## config.mk

```make
export PLATFORM = sky130hd
export DESIGN_NAME = hl_west_io_ctrl
export DESIGN_NICKNAME = d
export VERILOG_FILES = /design/src/rtl/hl_west_io_ctrl.sv
export SDC_FILE = /design/constraint.sdc
export NUM_CORES = 1
export LEC_CHECK = 0
export BUFFER_PORTS_ARGS = -buffer_cell sky130_fd_sc_hd__buf_2
export CAP_MARGIN = 30
export CORE_UTILIZATION = 56
export DETAILED_ROUTE_END_ITERATION = 8
export GPL_TIMING_DRIVEN = 0
export PLACE_DENSITY = 0.83
export SLEW_MARGIN = 20
export SYNTH_ARGS = -nofsm -noshare
export SYNTH_HDL_FRONTEND = slang
export SYNTH_SLANG_ARGS = --single-unit
```

## constraint.sdc

```tcl
create_clock -name clock -period 3 [get_ports clock]
set_input_delay 0.15 -clock clock [delete_from_list [all_inputs] [get_ports clock]]
set_output_delay 0.15 -clock clock [all_outputs]
set_load 0.01 [all_outputs]
```

## src/rtl/hl_west_io_ctrl.sv

```systemverilog
// hl_west_io_ctrl: power-up sequencer and per-slice configuration controller
// for the 4-slice west I/O pad bank.
//
// State | meaning
// ------+-------------------------------------------------------------
// PWRUP   | pads held in the safe power-up state while the timer runs
// RELEASE | one cycle: drop the power-up pulls and release pwrupzhl
// IDLE    | cfg_ready high; waiting for a config request
// OFF     | dead time: the target slice's driver is off while the timer runs
// APPLY   | one cycle: write the new slice config, then re-enable its driver
//
// Build option: define WEST_IO_RX_FILTER_EN to add a 3-sample majority filter
// on the receive path. The filter raises rx_data latency from 2 to 3 cycles and
// suppresses single-cycle glitches. Without it the receive path is a 2-flop
// synchroniser only.
module hl_west_io_ctrl #(
    parameter int PWRUP_CYCLES = 64,
    parameter int DEAD_CYCLES  = 4
) (
    input  logic       clock,
    input  logic       reset,
    input  logic       cfg_valid,
    output logic       cfg_ready,
    input  logic [1:0] cfg_slice,
    input  logic [8:0] cfg_data,
    output logic       cfg_err,
    output logic       pwrup_done,
    input  logic [3:0] tx_data,
    output logic [3:0] rx_data,
    output logic [3:0] dq,
    output logic [3:0] enq,
    output logic [3:0] enabq,
    output logic [3:0] puq,
    output logic [3:0] pd,
    output logic [3:0] drv0,
    output logic [3:0] drv1,
    output logic [3:0] drv2,
    output logic [3:0] prg_slew,
    output logic [3:0] ppen,
    output logic [3:0] pwrup_pull_en,
    output logic [3:0] pwrupzhl,
    input  logic [3:0] outi
);

    localparam int PW = $clog2(PWRUP_CYCLES) + 1;
    localparam int DW = $clog2(DEAD_CYCLES) + 1;

    typedef enum logic [2:0] {
        ST_PWRUP   = 3'd0,
        ST_RELEASE = 3'd1,
        ST_IDLE    = 3'd2,
        ST_OFF     = 3'd3,
        ST_APPLY   = 3'd4
    } state_t;

    state_t         state;
    state_t         state_next;
    logic [PW-1:0]  pwr_cnt;
    logic [DW-1:0]  dead_cnt;
    logic [1:0]     sel_slice;
    logic [8:0]     sel_data;
    logic           accept;
    logic [3:0]     rx_s1;
    logic [3:0]     rx_val;

    assign accept = (state == ST_IDLE) && cfg_valid && cfg_ready;

    // State register
    always_ff @(posedge clock or posedge reset) begin
        if (reset) state <= ST_PWRUP;
        else       state <= state_next;
    end

    // Next-state logic; both timers count down to zero and stop there
    always_comb begin
        state_next = state;
        case (state)
            ST_PWRUP:   if (pwr_cnt == '0) state_next = ST_RELEASE;
            ST_RELEASE: state_next = ST_IDLE;
            ST_IDLE:    if (accept) state_next = ST_OFF;
            ST_OFF:     if (dead_cnt == '0) state_next = ST_APPLY;
            ST_APPLY:   state_next = ST_IDLE;
            default:    state_next = ST_PWRUP;
        endcase
    end

    // Power-up and dead-time timers, plus capture of the accepted request
    always_ff @(posedge clock or posedge reset) begin
        if (reset) begin
            pwr_cnt   <= PW'(PWRUP_CYCLES - 1);
            dead_cnt  <= '0;
            sel_slice <= '0;
            sel_data  <= '0;
        end else begin
            if (state == ST_PWRUP && pwr_cnt != '0) pwr_cnt <= pwr_cnt - 1'b1;
            if (accept) begin
                dead_cnt  <= DW'(DEAD_CYCLES - 1);
                sel_slice <= cfg_slice;
                sel_data  <= cfg_data;
            end else if (state == ST_OFF && dead_cnt != '0) begin
                dead_cnt <= dead_cnt - 1'b1;
            end
        end
    end

    // Pad control outputs; only the selected slice's bits are ever written
    always_ff @(posedge clock or posedge reset) begin
        if (reset) begin
            cfg_ready     <= 1'b0;
            cfg_err       <= 1'b0;
            pwrup_done    <= 1'b0;
            enq           <= 4'hF;
            enabq         <= 4'hF;
            puq           <= 4'hF;
            pd            <= 4'h0;
            drv0          <= 4'h0;
            drv1          <= 4'h0;
            drv2          <= 4'h0;
            prg_slew      <= 4'h0;
            ppen          <= 4'h0;
            pwrup_pull_en <= 4'hF;
            pwrupzhl      <= 4'h0;
        end else begin
            cfg_ready <= (state_next == ST_IDLE);
            if (state == ST_RELEASE) begin
                pwrupzhl      <= 4'hF;
                pwrup_pull_en <= 4'h0;
                pwrup_done    <= 1'b1;
            end
            if (accept) begin
                enq[cfg_slice] <= 1'b1;
                if (cfg_data[2] && cfg_data[3]) cfg_err <= 1'b1;
            end
            if (state == ST_APPLY) begin
                // A pull-up that conflicts with the pull-down is dropped
                puq[sel_slice]      <= ~(sel_data[2] & ~sel_data[3]);
                pd[sel_slice]       <= sel_data[3];
                drv0[sel_slice]     <= sel_data[4];
                drv1[sel_slice]     <= sel_data[5];
                drv2[sel_slice]     <= sel_data[6];
                prg_slew[sel_slice] <= sel_data[7];
                ppen[sel_slice]     <= sel_data[8];
                enabq[sel_slice]    <= ~sel_data[1];
                enq[sel_slice]      <= ~sel_data[0];
            end
        end
    end

    // TX data follows tx_data only on slices whose driver is enabled
    always_ff @(posedge clock or posedge reset) begin
        if (reset) begin
            dq <= 4'h0;
        end else begin
            for (int i = 0; i < 4; i++) begin
                if (!enq[i]) dq[i] <= tx_data[i];
            end
        end
    end

`ifdef WEST_IO_RX_FILTER_EN
    logic [3:0] rx_s2;
    logic [3:0] rx_s3;

    // Synchroniser chain with history taps feeding the majority vote
    always_ff @(posedge clock or posedge reset) begin
        if (reset) begin
            rx_s1 <= 4'h0;
            rx_s2 <= 4'h0;
            rx_s3 <= 4'h0;
        end else begin
            rx_s1 <= outi;
            rx_s2 <= rx_s1;
            rx_s3 <= rx_s2;
        end
    end

    assign rx_val = (rx_s1 & rx_s2) | (rx_s2 & rx_s3) | (rx_s1 & rx_s3);
`else
    // First synchroniser stage; rx_data is the second
    always_ff @(posedge clock or posedge reset) begin
        if (reset) rx_s1 <= 4'h0;
        else       rx_s1 <= outi;
    end

    assign rx_val = rx_s1;
`endif

    // Final receive register, forced low on slices whose input buffer is off
    always_ff @(posedge clock or posedge reset) begin
        if (reset) rx_data <= 4'h0;
        else       rx_data <= rx_val & ~enabq;
    end

endmodule

```

==> results of run 1 <==
cell usage after synthesis, types with 3 or more instances:
library cell and instances:
nor3_1 3, mux2_2 28, nor2_1 9, buf_4 9, a31oi_1 3, buf_2 5
nand2_1 42, a21oi_1 7, o21ai_0 8, ha_1 3, buf_6 3, inv_1 8
xnor2_1 3, nor2b_1 6, dfstp_2 19, dfrtp_1 57
registers in the layout (all words and copies together) (netlist names), 2 cells and up:
name / count
prg_slew: 4
enabq: 4
enq: 4
rx_data: 4
dq: 4
rx_s1: 4
drv0: 4
drv1: 4
ppen: 4
puq: 4
pwr_cnt: 7
drv2: 4
sel_data: 9
sel_slice: 2
pd: 4
dead_cnt: 3
state: 3
cell families (layout without fill, tap and decap cells):
group | after synthesis | in the layout | share of synthesized area, %
xor+xnor | 5 | 5 | 1.424
mux | 30 | 30 | 10.90
simple gates | 79 | 79 | 13.30
compound gates | 26 | 26 | 5.490
buf+inv | 25 | 129 | 5.083
flops | 76 | 76 | 62.59
fa+ha+maj | 3 | 3 | 1.220
power breakdown:
group	total [µW]	internal (µW)	leakage (µW)	switching [µW]
Sequential	1510	1330	0.000928	188
Clock	846	470	0.000103	376
Combinational	849	397	0.000959	452
Total	3210	2190	0.00199	1020
worst paths after layout:
| path | slack, ps | endpoint | depth (start not counted) | startpoint |
|---|---|---|---|---|
| setup reg to reg | 1190 | prg_slew[0] | 5 | state[1] |
| hold / removal | 6 | sel_data[2] | 3 | cfg_data[2] |
| max in group asynchronous | 2070 | puq[0] | 4 | reset |
| min in group asynchronous | 330 | state[2] | 3 | reset |
| hold reg to reg | 470 | rx_data[1] | 1 | rx_s1[1] |
| setup / recovery | 1190 | prg_slew[0] | 5 | state[1] |
routing by layer:
layer  track usage, %  part of all wire, %  vias up
met3            4.431                  5.6        9
met1            30.23                   42     1066
met2            39.00                   50       77
met4            12.88                  1.7        0
li1                 -                    -     1013
met5                0                    0        -
critical path: stages (launching register included):
cell	delay, ps
dfrtp_1	360
buf_4	160
nor4b_1	370
and2b_1	290
buf_6	180
mux2_2	340
final cells by class:
cell class                      count  area (µm²)  area share (%)
Buffer                             17       126.4           3.245
Clock buffer                       10       127.6           3.278
Clock inverter                      6       88.84           2.281
Inverter                            8       32.53          0.8355
Multi-Input combinational cell    143       994.7           25.55
Sequential cell                    76        1926           49.45
Tap cell                           70       87.58           2.249
Timing Repair Buffer               88       510.5           13.11
per-stage QoR:
stage	instances	power [µW]	cell area, µm²	utilization (%)	worst slack (ps)
finish	418	3208	3894	74.81	1188
global route	418	3388	3894	74.81	1041
CTS	418	3233	3894	74.81	1168
detailed placement	391	2365	3567	68.53	1184
global placement	390	2299	3545	68.10	126.0
floorplan	244	2042	3077	-	943.1
what timing repair did:
action | CTS | global route
hold buffers | 11 | 0
endpoints found under the hold margin | 32 | 0
gates resized for setup | 0 | 0
endpoints found under the setup margin | 0 | 0
==> summary.txt, run 1 <==
Route
  – Aggregate routed wire length: 6.288 mm
  – TritonRoute pass-1 iters: 4
  – Via count: roughly 2.2k
  – Via-to-Cell Ratio: approximately 5.2
  – WL/cell: around 15 µm
  – Iteration-0 DRC Markers: approximately 150
  – Post-route DRC: 0
  – Antenna Violating Nets Remaining: 0

Layout
  – Nets: ~370
  – Most frequent cells in the layout: buf_2 (81), dfrtp_1 (57), nand2_1 (42)
  – Commonest non-fill, non-tap cell in the layout: buf_2
  – Area delta synth->final: 26.56%
  – Share of layout cells above drive strength 1: 47.13%
  – FILL cells: 357
  – N_diodes: 0

Logic synthesis
  – Synth Area per Inst: around 13 µm²
  – Post-synthesis sequential area ratio: a little over three fifths
  – Post-synth top area share: 46.36%
  – Top cells by area, synth: dfrtp_1 (46%), dfstp_2 (16%), mux2_2 (10%)
  – Number of warnings issued by yosys: 0
  – Post-synthesis register bit count: 76
  – Yosys cell types: 39
  – Mapped Area: roughly 3100 µm²
  – Largest area contributor in the netlist: dfrtp_1
  – Synth Instances: 244
  – Asr flop ratio synth: 100.0%
  – Top FF cell, synth: dfrtp_1
  – Syn_nets: 269
  – EDFF count, synth: 0

Timing
  – Count of final max-slew check failures: 0
  – Worst Skew: roughly 9.6 ps
  – Fmax: 0.5519 GHz
  – Unrepaired setup endpoints after global routing: no
  – Final hold violation count: 0
  – Hold Slack: roughly 5.7 ps
  – Slew HR: between 50% and 60%
  – Endpoints failing setup: 0
  – Worst-margin pin slew: roughly 740 ps
  – Period minus WS final: between 1500 and 2000 ps
  – Setup Total Neg Slack: 0 ps
  – Tcrit/Tclk final: 60.40%

Critical path
  – Crit path kind: reg -> reg
  – Worst Path Required: ~3200 ps
  – Arrival @ worst endpoint: between 2000 and 2500 ps
  – Worst Path Max Fanout: 10
  – Startpoint types: flop
  – CP Capture Type: flop

Run
  – Max-cap violations: 0

Global route
  – Largest net degree at the start of global routing: 47
  – Initial antenna violation count: 0
  – Global-route wire length before repair: between 10 and 15 mm
  – Vias in the first global route: roughly 2.2k
  – Total Routing Usage GR: a little under a quarter
  – Total grt overflow: 0

Pwr
  – Static leakage: 0.001991 µW
  – Max VDD drop: 0.0004613 V
  – PwrDens: between 800 and 900 nW/µm²

Place
  – Hpwl dp: approximately 4.2 mm
  – Final Wtd Congestion: about 0.77
  – Port Buffers: between 70 and 80

Clocking
  – Cts bufs inserted: 9
  – CTS Sinks: between 70 and 80
  – Clk slew on worst S/H paths: 80 ps
  – Clk root buf: clkbuf_8
  – H-tree lvl count: 3
  – CTS tree: done
  – Post-CTS setup buffers: 0
  – CTS max path bufs: 2
  – Worst-skew pair later-pin latency: ~360 ps

Die
  – IO Pins: 77
  – Die Y: ~76 µm
  – Starting Density: 59.11%
  – Core region area: 5205 µm²
  – Row count: 26
  – Chip Width: around 76 µm
  – Die ar.: about 5800 µm²

Status
  – Status: complete, no violations

Hold path
  – Hold Crit Class: in -> reg
Note: power is estimated with default switching activity, not from simulation.
==> run 2, diff against run 1 <==
- CORE_UTILIZATION: 56 -> 52
- PLACE_DENSITY: 0.83 -> 0.78
- clock period: 3 -> 1.9 ns (I/O delays scaled with it)
==> run 2 against run 1 <==
Effect of this change: first-iteration DRC count shrank 52%; non-clock buffer count grew 9; die area grew 7.5%; fmax shrank 0.39%; critical path depth is the same; final cell count grew 2.6%; core utilization shrank 2.3 points; via count grew 0.69%; critical endpoint is now pd[0].
==> summary.txt, run 2 (synthesized netlist as in run 1, its figures left out) <==
Critical path
  – Crit path kind: reg -> reg (unchanged)
  – Worst Path Required: 2140 ps (was 3240 ps)
  – Worst Path Max Fanout: 10 (unchanged)
  – Startpoint types: flop (unchanged)
  – CP Capture Type: flop (unchanged)
  – Arrival @ worst endpoint: 2060 ps (was 2050 ps)

Route
  – WL/cell: 15.18 µm (was 15.04 µm)
  – TritonRoute pass-1 iters: 4 (unchanged)
  – Via count: 2,180 (was 2,165)
  – Aggregate routed wire length: 6.514 mm (was 6.288 mm)
  – Iteration-0 DRC Markers: 71 (was 147)
  – Via-to-Cell Ratio: 5.082 (was 5.179)
  – Antenna Violating Nets Remaining: 0 (unchanged)
  – Post-route DRC: 0 (unchanged)

Timing
  – Slew HR: 67.21% (was 50.30%)
  – Fmax: 0.5497 GHz (was 0.5519 GHz)
  – Tcrit/Tclk final: 95.74% (was 60.40%)
  – Period minus WS final: 1819 ps (was 1812 ps)
  – Worst Skew: 5.321 ps (was 9.590 ps)
  – Setup Total Neg Slack: 0 ps (unchanged)
  – Final hold violation count: 0 (unchanged)
  – Unrepaired setup endpoints after global routing: no (unchanged)
  – Count of final max-slew check failures: 0 (unchanged)
  – Worst-margin pin slew: 488.1 ps (was 739.7 ps)
  – Endpoints failing setup: 0 (unchanged)

Layout
  – Biggest register: sel_data (unchanged)
  – Share of layout cells above drive strength 1: 46.78% (was 47.13%)
  – Footprint of the multi-input gates: 999.7 µm² (was 994.7 µm²)
  – Biggest regs: sel_data (9), pwr_cnt (7) (unchanged)
  – FILL cells: 390 (was 357)
  – Nets: 377 (was 368)
  – Commonest non-fill, non-tap cell in the layout: buf_2 (unchanged)
  – Sequential cell area: 1926 µm² (unchanged)
  – Area delta synth->final: 32.21% (was 26.56%)
  – Finished Core Util: 72.53% (was 74.81%)
  – Most frequent cells in the layout: buf_2 (81), dfrtp_1 (57), nand2_1 (42) (unchanged)
  – N_diodes: 0 (unchanged)
  – Max FFs per register: 9 (unchanged)

Status
  – Status: complete, no violations (unchanged)

Run
  – Max-cap violations: 0 (unchanged)

Clocking
  – CTS max path bufs: 2 (unchanged)
  – CTS Sinks: 76 (unchanged)
  – Clk root buf: clkbuf_8 (unchanged)
  – Cts bufs inserted: 9 (unchanged)
  – H-tree lvl count: 3 (unchanged)
  – Clk slew on worst S/H paths: 80 ps (about the same)
  – Post-CTS setup buffers: 0 (unchanged)
  – Worst-skew pair later-pin latency: 360 ps (about the same)
  – CTS tree: done (unchanged)

Pwr
  – Max VDD drop: 0.0008579 V (was 0.0004613 V)
  – PwrDens: 1294 nW/µm² (was 823.9 nW/µm²)
  – Static leakage: 0.002067 µW (was 0.001991 µW)

Place
  – Final Wtd Congestion: 0.7856 (was 0.7684)
  – Port Buffers: 76 (unchanged)
  – Hpwl dp: 4.338 mm (was 4.179 mm)

Die
  – Core region area: 5608 µm² (was 5205 µm²)
  – Row count: 27 (was 26)
  – Starting Density: 54.86% (was 59.11%)
  – Chip Width: 78.92 µm (was 76.12 µm)
  – Die ar.: 6228 µm² (was 5794 µm²)
  – IO Pins: 77 (unchanged)
  – Die Y: 78.92 µm (was 76.12 µm)

Global route
  – Largest net degree at the start of global routing: 25 (was 47)
  – Total grt overflow: 0 (unchanged)
  – Initial antenna violation count: 0 (unchanged)
  – Total Routing Usage GR: 22.60% (was 23.80%)
  – Global-route wire length before repair: 10.35 mm (was 10.36 mm)
  – Vias in the first global route: 2,199 (was 2,153)

Hold path
  – Hold Crit Class: in -> reg (unchanged)
## run 2: report_power, final
part	internal (µW)	switching, µW	leakage (µW)
logic	651	724	0.00101
clock network	916	595	0.000124
registers	2090	286	0.000928
total	3660	1600	0.00207
## run 2: worst max-delay path: stages (launching register included)
cell,delay (ps)
dfrtp_1,370
buf_4,160
nor4b_1,400
and2b_1,260
buf_6,180
mux2_2,340
## run 2: worst paths after layout
path	slack, ps	depth (start not counted)	endpoint	start
worst max register to register	80	5	pd[0]	state[1]
worst min register to register	470	1	cfg_err	cfg_err
worst max-delay path	80	5	pd[0]	state[1]
worst min-delay path	50	3	enq[1]	cfg_slice[0]
min in group asynchronous	280	3	pwr_cnt[6]	reset
max in group asynchronous	750	6	enq[0]	reset
## run 2: cell type report
cell class	instances	area share, %
inverter	8	0.8305
clock buffer	11	3.476
buffer	17	3.107
timing repair buffer	97	15.81
multi-input combinational	143	24.58
sequential	76	47.34
clock inverter	5	2.645
tap	72	2.215
## run 2: layer usage
metal	wire (µm)	vias to the layer above	share of wire, %	global-route usage [%]
met5	0	-	0	0
li1	-	1036	-	-
met3	345	7	5.3	6.322
met4	88	0	1.4	8.000
met2	3293	71	51	38.26
met1	2786	1066	43	27.77
## run 2: what timing repair did
action,in CTS,in global routing
gates resized for setup,0,1
hold buffers,18,0
hold endpoints to repair,27,0
endpoints found under the setup margin,0,10
## run 2: through the flow
step | setup WS, ps | hold slack [ps] | cells | power (µW) | instance area (µm²)
5_1_grt | 14.61 | 62.02 | 429 | 5546 | 4068
3_3_place_gp | 87.74 | 203.1 | 392 | 3647 | 3551
6_report | 80.90 | 53.26 | 429 | 5263 | 4068
2_1_floorplan | 289.5 | 126.4 | 244 | 3224 | 3080
3_5_place_dp | 92.95 | 110.1 | 395 | 3738 | 3633
4_1_cts | 52.55 | 54.61 | 429 | 5283 | 4063
